$ cat src/rtl/ce_rate_bridge_pkg.sv
// Shared definitions for the clock-enable rate bridge: monitor states,
// default sizing and helpers that derive FIFO depth and gap-counter limit.
package ce_rate_bridge_pkg;

    localparam int unsigned DEFAULT_LOG2_DEPTH = 3;

    typedef enum logic {
        WAIT_FIRST = 1'b0,
        TRACK      = 1'b1
    } mon_state_e;

    // Number of FIFO entries for a given address width.
    function automatic int unsigned fifo_depth(input int unsigned log2_depth);
        return 32'd1 << log2_depth;
    endfunction

    // Largest value the ce gap counter may hold before it sticks.
    function automatic int unsigned gap_limit(input int unsigned cnt_width);
        return (32'd1 << cnt_width) - 32'd1;
    endfunction

endpackage

$ cat src/rtl/ce_bridge_fifo.sv
// Synchronous FIFO with registered occupancy; the head entry is always
// visible on rdata_o so a pop and its data are taken at the same edge.
module ce_bridge_fifo
    import ce_rate_bridge_pkg::*;
#(
    parameter int DATA_WIDTH = 16,
    parameter int LOG2_DEPTH = DEFAULT_LOG2_DEPTH
) (
    input  logic                  clk_i,
    input  logic                  rst_i,
    input  logic                  push_i,
    input  logic                  pop_i,
    input  logic [DATA_WIDTH-1:0] wdata_i,
    output logic [DATA_WIDTH-1:0] rdata_o,
    output logic [LOG2_DEPTH:0]   count_o,
    output logic                  full_o,
    output logic                  empty_o
);

    localparam int unsigned        DEPTH  = fifo_depth(LOG2_DEPTH);
    localparam logic [LOG2_DEPTH:0] FULL_C = (LOG2_DEPTH + 1)'(DEPTH);

    logic [DATA_WIDTH-1:0] mem_q [DEPTH];
    logic [LOG2_DEPTH-1:0] wr_ptr_q, rd_ptr_q;
    logic [LOG2_DEPTH:0]   count_q, count_d;
    logic                  push_ok, pop_ok;

    assign full_o  = (count_q == FULL_C);
    assign empty_o = (count_q == '0);
    assign push_ok = push_i & ~full_o;
    assign pop_ok  = pop_i & ~empty_o;
    assign rdata_o = mem_q[rd_ptr_q];
    assign count_o = count_q;

    // Occupancy moves only when exactly one of push/pop happens.
    always_comb begin
        count_d = count_q;
        case ({push_ok, pop_ok})
            2'b10:   count_d = count_q + 1'b1;
            2'b01:   count_d = count_q - 1'b1;
            default: count_d = count_q;
        endcase
    end

    // Storage array carries no reset; stale entries are never read.
    always_ff @(posedge clk_i) begin
        if (push_ok) begin
            mem_q[wr_ptr_q] <= wdata_i;
        end
    end

    // Pointers wrap naturally at the power-of-two depth.
    always_ff @(posedge clk_i) begin
        if (rst_i) begin
            wr_ptr_q <= '0;
            rd_ptr_q <= '0;
            count_q  <= '0;
        end else begin
            if (push_ok) wr_ptr_q <= wr_ptr_q + 1'b1;
            if (pop_ok)  rd_ptr_q <= rd_ptr_q + 1'b1;
            count_q <= count_d;
        end
    end

endmodule

$ cat src/rtl/ce_rate_bridge.sv
// Full-rate stream in, one sample per ce pulse out, plus a monitor that
// checks ce arrives every PERIOD enabled cycles and reports lock/error.
module ce_rate_bridge
    import ce_rate_bridge_pkg::*;
#(
    parameter int DATA_WIDTH = 16,
    parameter int LOG2_DEPTH = DEFAULT_LOG2_DEPTH,
    parameter int PERIOD     = 2,
    parameter int CNT_WIDTH  = 8
) (
    input  logic                  sysclk,
    input  logic                  sysclr,
    input  logic                  sysce,
    input  logic                  ce,
    input  logic [DATA_WIDTH-1:0] s_tdata,
    input  logic                  s_tvalid,
    output logic                  s_tready,
    output logic [DATA_WIDTH-1:0] dout,
    output logic                  dout_valid,
    output logic [LOG2_DEPTH:0]   fill_level,
    output logic                  underflow,
    output logic                  ce_locked,
    output logic                  ce_err
);

    localparam logic [CNT_WIDTH-1:0] PER_C = CNT_WIDTH'(PERIOD);
    localparam logic [CNT_WIDTH-1:0] GMAX_C = CNT_WIDTH'(gap_limit(CNT_WIDTH));
    localparam logic [CNT_WIDTH-1:0] ONE_C = CNT_WIDTH'(1);

    logic                  rd, pop, push;
    logic [DATA_WIDTH-1:0] head;
    logic                  fifo_full, fifo_empty;

    logic [DATA_WIDTH-1:0] dout_q;
    logic                  dout_valid_q, underflow_q;

    mon_state_e            state_q, state_d;
    logic [CNT_WIDTH-1:0]  g_q, g_d;
    logic [1:0]            match_q, match_d;
    logic                  ce_err_q, ce_err_d;
    logic                  ce_locked_q;

    assign rd       = ce & sysce;
    assign pop      = rd & ~fifo_empty;
    assign s_tready = sysce & ~fifo_full;
    assign push     = s_tvalid & s_tready;

    ce_bridge_fifo #(
        .DATA_WIDTH (DATA_WIDTH),
        .LOG2_DEPTH (LOG2_DEPTH)
    ) u_fifo (
        .clk_i   (sysclk),
        .rst_i   (sysclr),
        .push_i  (push),
        .pop_i   (pop),
        .wdata_i (s_tdata),
        .rdata_o (head),
        .count_o (fill_level),
        .full_o  (fifo_full),
        .empty_o (fifo_empty)
    );

    // Output register: takes the FIFO head on each serviced ce, strobes once.
    always_ff @(posedge sysclk) begin
        if (sysclr) begin
            dout_q       <= '0;
            dout_valid_q <= 1'b0;
            underflow_q  <= 1'b0;
        end else begin
            dout_valid_q <= pop;
            if (pop) dout_q <= head;
            if (rd && fifo_empty) underflow_q <= 1'b1;
        end
    end

    // Period monitor next state: gap check on ce, timeout when ce is overdue.
    always_comb begin
        state_d  = state_q;
        g_d      = g_q;
        match_d  = match_q;
        ce_err_d = ce_err_q;
        if (sysce) begin
            case (state_q)
                WAIT_FIRST: begin
                    if (ce) begin
                        state_d = TRACK;
                        g_d     = ONE_C;
                        match_d = 2'd0;
                    end
                end
                TRACK: begin
                    if (ce) begin
                        if (g_q == PER_C) begin
                            match_d = (match_q == 2'd2) ? 2'd2 : match_q + 2'd1;
                        end else begin
                            ce_err_d = 1'b1;
                            match_d  = 2'd0;
                        end
                        g_d = ONE_C;
                    end else begin
                        if (g_q == PER_C) begin
                            ce_err_d = 1'b1;
                            match_d  = 2'd0;
                        end
                        if (g_q != GMAX_C) g_d = g_q + ONE_C;
                    end
                end
                default: state_d = WAIT_FIRST;
            endcase
        end
    end

    // Period monitor state register; lock is registered from the next match.
    always_ff @(posedge sysclk) begin
        if (sysclr) begin
            state_q     <= WAIT_FIRST;
            g_q         <= '0;
            match_q     <= 2'd0;
            ce_err_q    <= 1'b0;
            ce_locked_q <= 1'b0;
        end else begin
            state_q     <= state_d;
            g_q         <= g_d;
            match_q     <= match_d;
            ce_err_q    <= ce_err_d;
            ce_locked_q <= (match_d == 2'd2);
        end
    end

    assign dout       = dout_q;
    assign dout_valid = dout_valid_q;
    assign underflow  = underflow_q;
    assign ce_locked  = ce_locked_q;
    assign ce_err     = ce_err_q;

endmodule

$ cat config.mk
export PLATFORM = sky130hd
export DESIGN_NAME = ce_rate_bridge
export DESIGN_NICKNAME = d
export VERILOG_FILES = /design/src/rtl/ce_rate_bridge_pkg.sv /design/src/rtl/ce_bridge_fifo.sv /design/src/rtl/ce_rate_bridge.sv
export SDC_FILE = /design/constraint.sdc
export NUM_CORES = 1
export LEC_CHECK = 0
export ABC_AREA = 1
export CAP_MARGIN = 20
export CORE_MARGIN = 5
export CORE_UTILIZATION = 53
export DETAILED_ROUTE_END_ITERATION = 10
export DONT_BUFFER_PORTS = 1
export PLACE_DENSITY = 0.68
export SLEW_MARGIN = 30
export SYNTH_ARGS = -nofsm -noshare
export SYNTH_HDL_FRONTEND = slang
export SYNTH_SLANG_ARGS = --single-unit
export TNS_END_PERCENT = 100
$ cat constraint.sdc
create_clock -name sysclk -period 4.55 [get_ports sysclk]
set_clock_uncertainty 0.15 [all_clocks]
set_input_delay 0.455 -clock sysclk [delete_from_list [all_inputs] [get_ports sysclk]]
set_output_delay 0.455 -clock sysclk [all_outputs]
set_load 0.01 [all_outputs]
# Word level (Yosys, flattened, before mapping)

Memory sizes are Yosys's and may differ from the RTL's. A register that Yosys moved wholly into a read port is not among the register bits.
Index checks and enable logic that the tools add are counted.

Add/sub/neg operators: 6
Equality and inequality tests: 10
Mux-type cells: 19
Reductions and logical operators: 6
Bitwise operators: 9

Operators with widths:

| operator                                               | count |
|---|---|
| two-way mux 8 bit                                      | 3 |
| case mux 8 bit (2 select lines)                        | 1 |
| two-way mux 2 bit                                      | 6 |
| adder 8 x 1 -> 8 bit (second input constant)           | 1 |
| equality test 8 x 2 -> 1 bit (second input constant)   | 1 |
| inequality test 8 bit (second input constant)          | 1 |
| case mux 4 bit (2 select lines)                        | 1 |
| two-way mux 1 bit                                      | 7 |
| adder 3 x 1 -> 3 bit (second input constant)           | 2 |
| bitwise AND 1 bit                                      | 6 |
| equality test 2 bit (second input constant)            | 3 |
| adder 4 x 1 -> 4 bit (second input constant)           | 1 |
| equality test 4 bit (second input constant)            | 1 |
| zero test 4 bit                                        | 1 |
| inequality test 2 bit (second input constant)          | 2 |
| case mux 2 bit (2 select lines)                        | 1 |
| AND reduction 4 bit                                    | 1 |
| nonzero test 2 bit                                     | 2 |
| subtractor 4 x 1 -> 4 bit (second input constant)      | 1 |
| inequality test 3 x 2 -> 1 bit (second input constant) | 1 |
| NOT 1 bit                                              | 3 |
| AND reduction 3 bit                                    | 1 |
| adder 2 x 1 -> 2 bit (second input constant)           | 1 |
| equality test 2 x 1 -> 1 bit (second input constant)   | 1 |
| logical AND 1 bit                                      | 1 |

Memories kept: 1
Word-level logic and storage cells: 61
Bits in writable memories: 128
Register bits: 25

Memories:

| name         | words | bits a word | rd ports | clocked after Yosys merged registers in | wr ports | line                 | RTL |
|---|---|---|---|---|---|---|---|
| u_fifo.mem_q | 8     | 16          | 1        | 1                                       | 1        | ce_bridge_fifo.sv:23 | `logic [DATA_WIDTH-1:0] mem_q [DEPTH];` |

# Logic depth before layout (Yosys ltp)

Gate-level depths: netlist of run 1.

Word-level depth: 7
Gate-level depth with buffers: 15

# Modules after synthesis

Synthesis of run 1 repeated with hierarchy kept, for this count alone.

Cells, all modules: 658
Area, all modules: 7081.8 um2

Modules (own cells, without submodules):

| module         | cells each | seq. area each (um2) | area an instance (um2) | instances |
|---|---|---|---|---|
| ce_bridge_fifo | 457        | 4103.9               | 5683.0                 | 1 |
| ce_rate_bridge | 201        | 620.6                | 1398.8                 | 1 |

# Worst setup path before layout of run 1

OpenSTA, ideal clock, no wires.

Path type: reg-to-reg
From: reg u_fifo.count_q[0], in the netlist u_fifo.count_o[0]
To: mem u_fifo.mem_q[1][0] (enable)
Period minus slack after synthesis: 2.606 ns
Setup time: 0.409 ns
Data arrival time: 2.046 ns
Path slack: 1.944 ns
Stages on the path, launching flop included: 6
Data required time: 3.991 ns
Path through: dfxtp_1 > nor2_1 > nand3_1 > and2_2 > nand2_2 > nor3_1

Word-level cells in the longest chain between the ends: 7

RTL lines:

| item                                    | line                 | RTL |
|---|---|---|
| from (decl)                             | ce_bridge_fifo.sv:25 | `logic [LOG2_DEPTH:0] count_q, count_d;` |
| from (signal assigned)                  | ce_bridge_fifo.sv:61 | `count_q <= count_d;` |
| equality test 4 bit                     | ce_bridge_fifo.sv:28 | `assign full_o = (count_q == FULL_C);` |
| NOT 1 bit                               | ce_rate_bridge.sv:45 | `assign s_tready = sysce & ~fifo_full;` |
| bitwise AND 1 bit                       | ce_rate_bridge.sv:45 |  |
| named net s_tready                      | ce_rate_bridge.sv:17 | `output logic s_tready,` |
| bitwise AND 1 bit                       | ce_rate_bridge.sv:46 | `assign push = s_tvalid & s_tready;` |
| bitwise AND 1 bit                       | ce_bridge_fifo.sv:30 | `assign push_ok = push_i & ~full_o;` |
| two-way mux 1 bit                       | ce_bridge_fifo.sv:47 | `if (push_ok) begin` |
| two-way mux 1 bit (implied by the code) | ce_bridge_fifo.sv:48 | `mem_q[wr_ptr_q] <= wdata_i;` |
| to (decl)                               | ce_bridge_fifo.sv:23 |  |

The timed path passes the listed nets, and every way through them passes these cells.

# Worst setup path after layout of run 1

From: reg u_fifo.count_q[0], in the netlist u_fifo.count_o[0]
To: reg u_fifo.count_q[2], in the netlist u_fifo.count_o[2]

Word-level cells in the longest chain between the ends: 7
Elaborated cells between the ends (all ways): 15
Classes of those cells: add/sub: 2; eq/ne: 3; mux: 1; bitwise: 7; reduce/logical: 2

RTL lines:

| item                                                                         | line                                       | RTL |
|---|---|---|
| equality test 4 bit                                                          | ce_bridge_fifo.sv:28                       |  |
| NOT 1 bit                                                                    | ce_bridge_fifo.sv:30, ce_rate_bridge.sv:45 |  |
| bitwise AND 1 bit                                                            | ce_rate_bridge.sv:45                       |  |
| bitwise AND 1 bit                                                            | ce_rate_bridge.sv:46                       |  |
| bitwise AND 1 bit                                                            | ce_bridge_fifo.sv:30                       |  |
| equality test 2 x 1 -> 1 bit / equality test 2 bit (equally long branches)   | ce_bridge_fifo.sv:38                       | `case ({push_ok, pop_ok})` |
| case mux 4 bit (2 select lines) / nonzero test 2 bit (equally long branches) | -                                          |  |

Parallel ways exist; a longest one is shown, timed or not.
A chain may end at the register's enable or synchronous reset.

==> results.yml, run 1 <==
status:
  outcome: "completed"
cells_and_area:
  synthToLayoutAreaGrowth_pct: 11.7
  diodes: 0
  multi_input_area_mm2: 0.00194
  seqCellArea_mm2: 0.00467
  fin_area_mm2: 0.00775
  drive_above_1_share: 0.0786
  nets: 703
  fillers: 1042
timing:
  setup_slack_ps: 1960
  finalHoldViolCount: 0
  finalSetupTns_ps: 0
  worstMarginPinSlew_ps: 894
  holdWs_ps: 44.9
  rsz0062_at_grt: "no"
  finalSetupViolations: 0
  period_share: 0.570
  relSlewSlack: 0.403
  fmax_ghz: 0.386
  maxSlewViolCount: 0
  layout_min_cycle_time_ps: 2590
die:
  initial_core_util: 0.545
  core_area_mm2: 0.0127
  die_h_um: 124
  die_w_um: 124
  io_pins: 46
  die_area_mm2: 0.0155
  fp-row-count: 41
clock_tree:
  numCtsBuffers: 17
  cts_buffer_depth: 2
  post_cts_buffers: 0
  htreeDepth: 4
  clock_latency_ps: 430
  cts_sinks: 169
  cts.clk_slew.worst_paths_ps: 60
  ctsResizeCount: 0
  cts_tree: "built"
  hold_buffers: 17
  cts-root-buf: "clkbuf_16"
power:
  p_int_w: 0.00255
  p_per_area_mw_per_mm2: 437
  power.total_w: 0.00339
  swShare: 0.248
  p_seq_frac: 0.514
  max-vdd-ir-drop_v: 0.000342
  power_leakage_nw: 2.76
  pwr-share-clk: 0.389
  power.switching_w: 0.000842
  combPwrFrac: 0.098
critical_path:
  cp-end-kind: "flip-flop"
  setup.worst_path.class: "flip-flop to flip-flop"
  crit_path_max_incr_delay_ps: 400
  crit_arrival_ps: 2770
  crit_path_cell_trace: "nor2_1 -> nand3_1 -> nand2_4 -> inv_4 -> ha_1 -> nand2_1 -> inv_1 -> nor2_1 -> ha_1 -> a21oi_1 -> xnor2_1 -> o21ai_0 -> inv_1"
  worstPathRequired_ps: 4720
  worstSetupStartpointType: "flip-flop"
  path_max_fanout: 23
  crit_slowest_cell: "dfxtp_1"
synthesis:
  async_flop_share: 0
  ys_seq_elements: 169
  synthTopCellsByArea: "edfxtp_1 55%, dfxtp_1 12%, nor2_1 9.1%"
  yosys_most_used_dff: "edfxtp_1"
  synth_cells: 660
  synth_most_common_cell: "nor2_1"
  ys_top_cells_by_count: "169 x nor2_1, 128 x edfxtp_1, 65 x o21ai_0"
  synth.largest_area_cell: "edfxtp_1"
  syn_area_mm2: 0.00694
  synth_fp_nets: 689
  synth_edf_count: 128
  synth-warning-count: 0
  synth_top_area_frac: 0.554
  yosys.cell_types.count: 30
  synth_area_per_cell_um2: 10.5
  ys_seq_area_frac: 0.672
placed_design:
  numPortBuffers: 0
  place_hpwl_um: 8330
  placed_area_mm2: 0.00704
  routabilityCongestion: 0.792
  dp_slack_ps: 1940
global_route:
  grt_pass1_vias: 4302
  grt-ovfl-total: 0
  grt_usage: 0.193
  grt_pass1_wl_um: 23000
  grt_max_degree: 67
  antenna_found_initial: 0
job:
  drv_cap: 0
route:
  route.detailed.drc: 0
  met1Wirelength_um: 6450
  vias_per_cell: 5.48
  drt_iter0_drc: 347
  antenna_left: 0
  wl_um: 14900
  vias: 4705
  dr_wl_met3_um: 971
  wl_per_cell_um: 17.4
  wl_met2_um: 7240
  maxUsedRoutingLayer: "met4"
  dr.pass1.iters: 5
min_path:
  worst_hold_path_type: "input port to flip-flop"
## path summary, 6_finish.rpt
path                                   from                        endpoint  slack (ps)  depth (start not counted)
max          u_fifo.count_o[0]$_SDFFE_PP0P_  u_fifo.count_o[2]$_SDFFE_PP0P_        1960                         13
min                                  sysclr  u_fifo.count_o[2]$_SDFFE_PP0P_          40                          3
max reg2reg  u_fifo.count_o[0]$_SDFFE_PP0P_  u_fifo.count_o[2]$_SDFFE_PP0P_        1960                         13
min reg2reg             ce_err$_SDFFE_PP0P_             ce_err$_SDFFE_PP0P_         350                          2
## cells by family after synthesis
family,count (synthesis),share of synthesized area
fa+ha+maj,8,0.0144
buf+inv,69,0.0505
flops,169,0.672
compound gates,111,0.0808
simple gates,301,0.179
xor+xnor,2,0.00253
## state kept, by name (all words and copies together) (netlist names)
name and cells:
u_fifo.mem_q 128, dout 16, g_q 8, u_fifo.count_o 4, u_fifo.rd_ptr_q 3, u_fifo.wr_ptr_q 3, match_q 2, ce_err 1
ce_locked 1, dout_valid 1, state_q 1, underflow 1
## worst max-delay path: cells and delay by family, from the launching register on
| kind | cells | cell delay [ps] |
|---|---|---|
| AOI/OAI and AO/OA | 2 | 200 |
| adders and majority gates | 2 | 470 |
| xor gates and xnor gates | 1 | 140 |
| buffers and inverters | 3 | 270 |
| DFF | 1 | 400 |
| and+or+nand+nor | 5 | 870 |
## per-stage QoR
| stage | util | instances |
|---|---|---|
| 2_1_floorplan | - | 660 |
| 3_5_place_dp | 0.553 | 810 |
| 3_3_place_gp | 0.553 | 810 |
| 6_report | 0.609 | 859 |
| 4_1_cts | 0.609 | 859 |
| 5_1_grt | 0.609 | 859 |
## power groups by stage
stage          Sequential [W]  Combinational, W  Clock, W
3_3_place_gp          0.00177          0.000293         0
6_report              0.00174          0.000331   0.00132
3_5_place_dp          0.00178          0.000301         0
5_1_grt               0.00175          0.000373   0.00141
4_1_cts               0.00174          0.000331   0.00133
2_1_floorplan         0.00176          0.000258         0
## layer usage
metal / global-route usage / vias to the layer above
met1: 0.247 / 2256
met4: 0.0703 / 0
met3: 0.0652 / 24
li1: - / 2288
met5: 0 / -
met2: 0.307 / 137
## cell usage in the layout, fill, tap and decap left out, drive strengths merged
| cell type | netlist | layout |
|---|---|---|
| inv | 36 | 37 |
| xor2 | 1 | 1 |
| buf | 22 | 11 |
| a21oi | 29 | 29 |
| o21a | 1 | 1 |
| edfxtp | 128 | 128 |
| nand4 | 4 | 4 |
| clkinv | 1 | 8 |
| and2 | 1 | 1 |
| xnor2 | 1 | 1 |
| a31oi | 1 | 1 |
| clkbuf | 10 | 24 |
| dfxtp | 41 | 41 |
| nand2 | 60 | 60 |
| nor2 | 170 | 170 |
| dlygate4sd3 | 0 | 16 |
| nor3 | 8 | 8 |
| nand3 | 58 | 58 |
| o21ai | 79 | 79 |
| ha | 8 | 8 |
| o22ai | 1 | 1 |
## final cells by class
class | count | share of cell area
flip-flops and latches | 169 | 0.602
well taps | 172 | 0.0278
inverters | 37 | 0.0184
repair buffers | 27 | 0.0310
clock buffers | 24 | 0.0622
multi-input cells | 422 | 0.251
clock inverters | 8 | 0.00807
Note: power is estimated with default switching activity, not from simulation.
==> run 2: changes to the inputs <==
PLACE_DENSITY = 0.71   (was 0.68)
clock period = 2.2 ns   (was 4.55 ns; I/O delays follow)
==> run 2 against run 1 <==
  * Sequential power grew 110%
  * Highest routed layer unchanged
  * Clock-buffer cell count shrank 3
  * Routed wire length grew 4.6%
==> results.yml, run 2 (synthesized netlist as in run 1, its figures left out) <==
route:
  wl_um: 15600
  vias: 4862
  wl_per_cell_um: 17.7
  vias_per_cell: 5.52
  drt_iter0_drc: 474
  antenna_left: 0
  dr.pass1.iters: 5
  route.detailed.drc: 0
clock_tree:
  cts.clk_slew.worst_paths_ps: 60
  htreeDepth: 4
  cts_buffer_depth: 2
  cts_sinks: 169
  post_cts_buffers: 0
  numCtsBuffers: 17
  clock_latency_ps: 430
  cts-root-buf: "clkbuf_16"
  cts_tree: "built"
placed_design:
  numPortBuffers: 0
  routabilityCongestion: 0.828
  place_hpwl_um: 9130
  placed_area_mm2: 0.00715
global_route:
  antenna_found_initial: 1
  grt_pass1_vias: 4800
  grt_usage: 0.203
  grt_pass1_wl_um: 24700
  grt-ovfl-total: 0
  grt_max_degree: 35
cells_and_area:
  largest_register_ffs: 128
  most-common-layout-cells: "167 x nor2_1, 128 x edfxtp_1, 64 x o21ai_0"
  fillers: 972
  largest_register: "u_fifo.mem_q"
  final_common_cell: "nor2_1"
  fin_area_mm2: 0.00806
  nets: 724
  synthToLayoutAreaGrowth_pct: 16.1
  drive_above_1_share: 0.106
  post-route-util: 0.633
die:
  initial_core_util: 0.545
  fp-row-count: 41
  die_h_um: 124
  core_area_mm2: 0.0127
  io_pins: 46
  die_w_um: 124
  die_area_mm2: 0.0155
critical_path:
  cp-end-kind: "flip-flop"
  crit_arrival_ps: 2260
  worstPathRequired_ps: 2370
  setup.worst_path.class: "flip-flop to flip-flop"
  worstSetupStartpointType: "flip-flop"
  path_max_fanout: 4
  rr_worst_depth: 13
timing:
  period_share: 0.951
  finalSetupViolations: 0
  worstMarginPinSlew_ps: 650
  fmax_ghz: 0.478
  maxSlewViolCount: 0
  relSlewSlack: 0.566
  finalHoldViolCount: 0
  finalSetupTns_ps: 0
  holdWs_ps: 41.9
  layout_min_cycle_time_ps: 2090
status:
  outcome: "completed"
min_path:
  worst_hold_path_type: "input port to flip-flop"
  holdPathStages: 3
power:
  max-vdd-ir-drop_v: 0.000801
  power_leakage_nw: 2.91
  power.total_w: 0.00762
  p_per_area_mw_per_mm2: 946
job:
  drv_cap: 0
==> run 2: report_power, final <==
| group | internal (W) | switching (W) | total, W |
|---|---|---|---|
| clock network | 0.00205 | 0.00120 | 0.00325 |
| logic | 0.000263 | 0.000518 | 0.000781 |
| registers | 0.00352 | 0.0000728 | 0.00359 |
==> run 2: final cells by class <==
| type | instances | area, um^2 | area share |
|---|---|---|---|
| Multi-Input combinational cell | 422 | 1950 | 0.242 |
| Tap cell | 172 | 215 | 0.0267 |
| Sequential cell | 169 | 4670 | 0.579 |
| Clock buffer | 21 | 450 | 0.0559 |
| Inverter | 37 | 141 | 0.0176 |
| Timing Repair Buffer | 48 | 432 | 0.0536 |
| Clock inverter | 11 | 195 | 0.0242 |
| Antenna cell | 1 | 2.50 | 0.000311 |
==> run 2: worst max-delay path: stages (launching register included) <==
cell and delay (ps):
dfxtp_1 320, nor2_2 150, nand3_1 70, and2_2 220, nand2_2 90, ha_2 200, nand2_1 80, inv_1 70
nor2_2 50, ha_1 190, a21oi_2 120, xnor2_1 90, o21ai_1 130, inv_1 50
==> run 2: final timing paths <==
path,start,end,slack (ps)
worst min-delay path,sysclr,g_q[4]$_SDFFE_PP0P_,40
worst min register to register,u_fifo.wr_ptr_q[0]$_SDFFE_PP0P_,u_fifo.wr_ptr_q[0]$_SDFFE_PP0P_,340
worst max register to register,u_fifo.count_o[0]$_SDFFE_PP0P_,u_fifo.count_o[2]$_SDFFE_PP0P_,110
worst max-delay path,u_fifo.count_o[0]$_SDFFE_PP0P_,u_fifo.count_o[2]$_SDFFE_PP0P_,110
==> run 2: routing by layer <==
layer / track usage / wire, um / vias to the layer above / part of all wire
met5: 0 / 0 / - / 0
met4: 0.0903 / 374 / 0 / 0.024
li1: - / - / 2334 / -
met1: 0.242 / 6230 / 2304 / 0.40
met2: 0.345 / 7920 / 189 / 0.51
met3: 0.0562 / 1080 / 35 / 0.069
==> run 2: through the flow <==
step,setup slack (ps),instances
after global routing,-16.8,881
after CTS,22.9,880
final,108,881
after floorplan,-406,660
after global placement,174,825
after detailed placement,32.2,825
==> run 2: what timing repair did <==
| item | in CTS | in global routing |
|---|---|---|
| resized for setup | 0 | 7 |
| hold buffers | 23 | 0 |
| endpoints found under the hold margin | 159 | 0 |
| endpoints found under the setup margin | 0 | 3 |
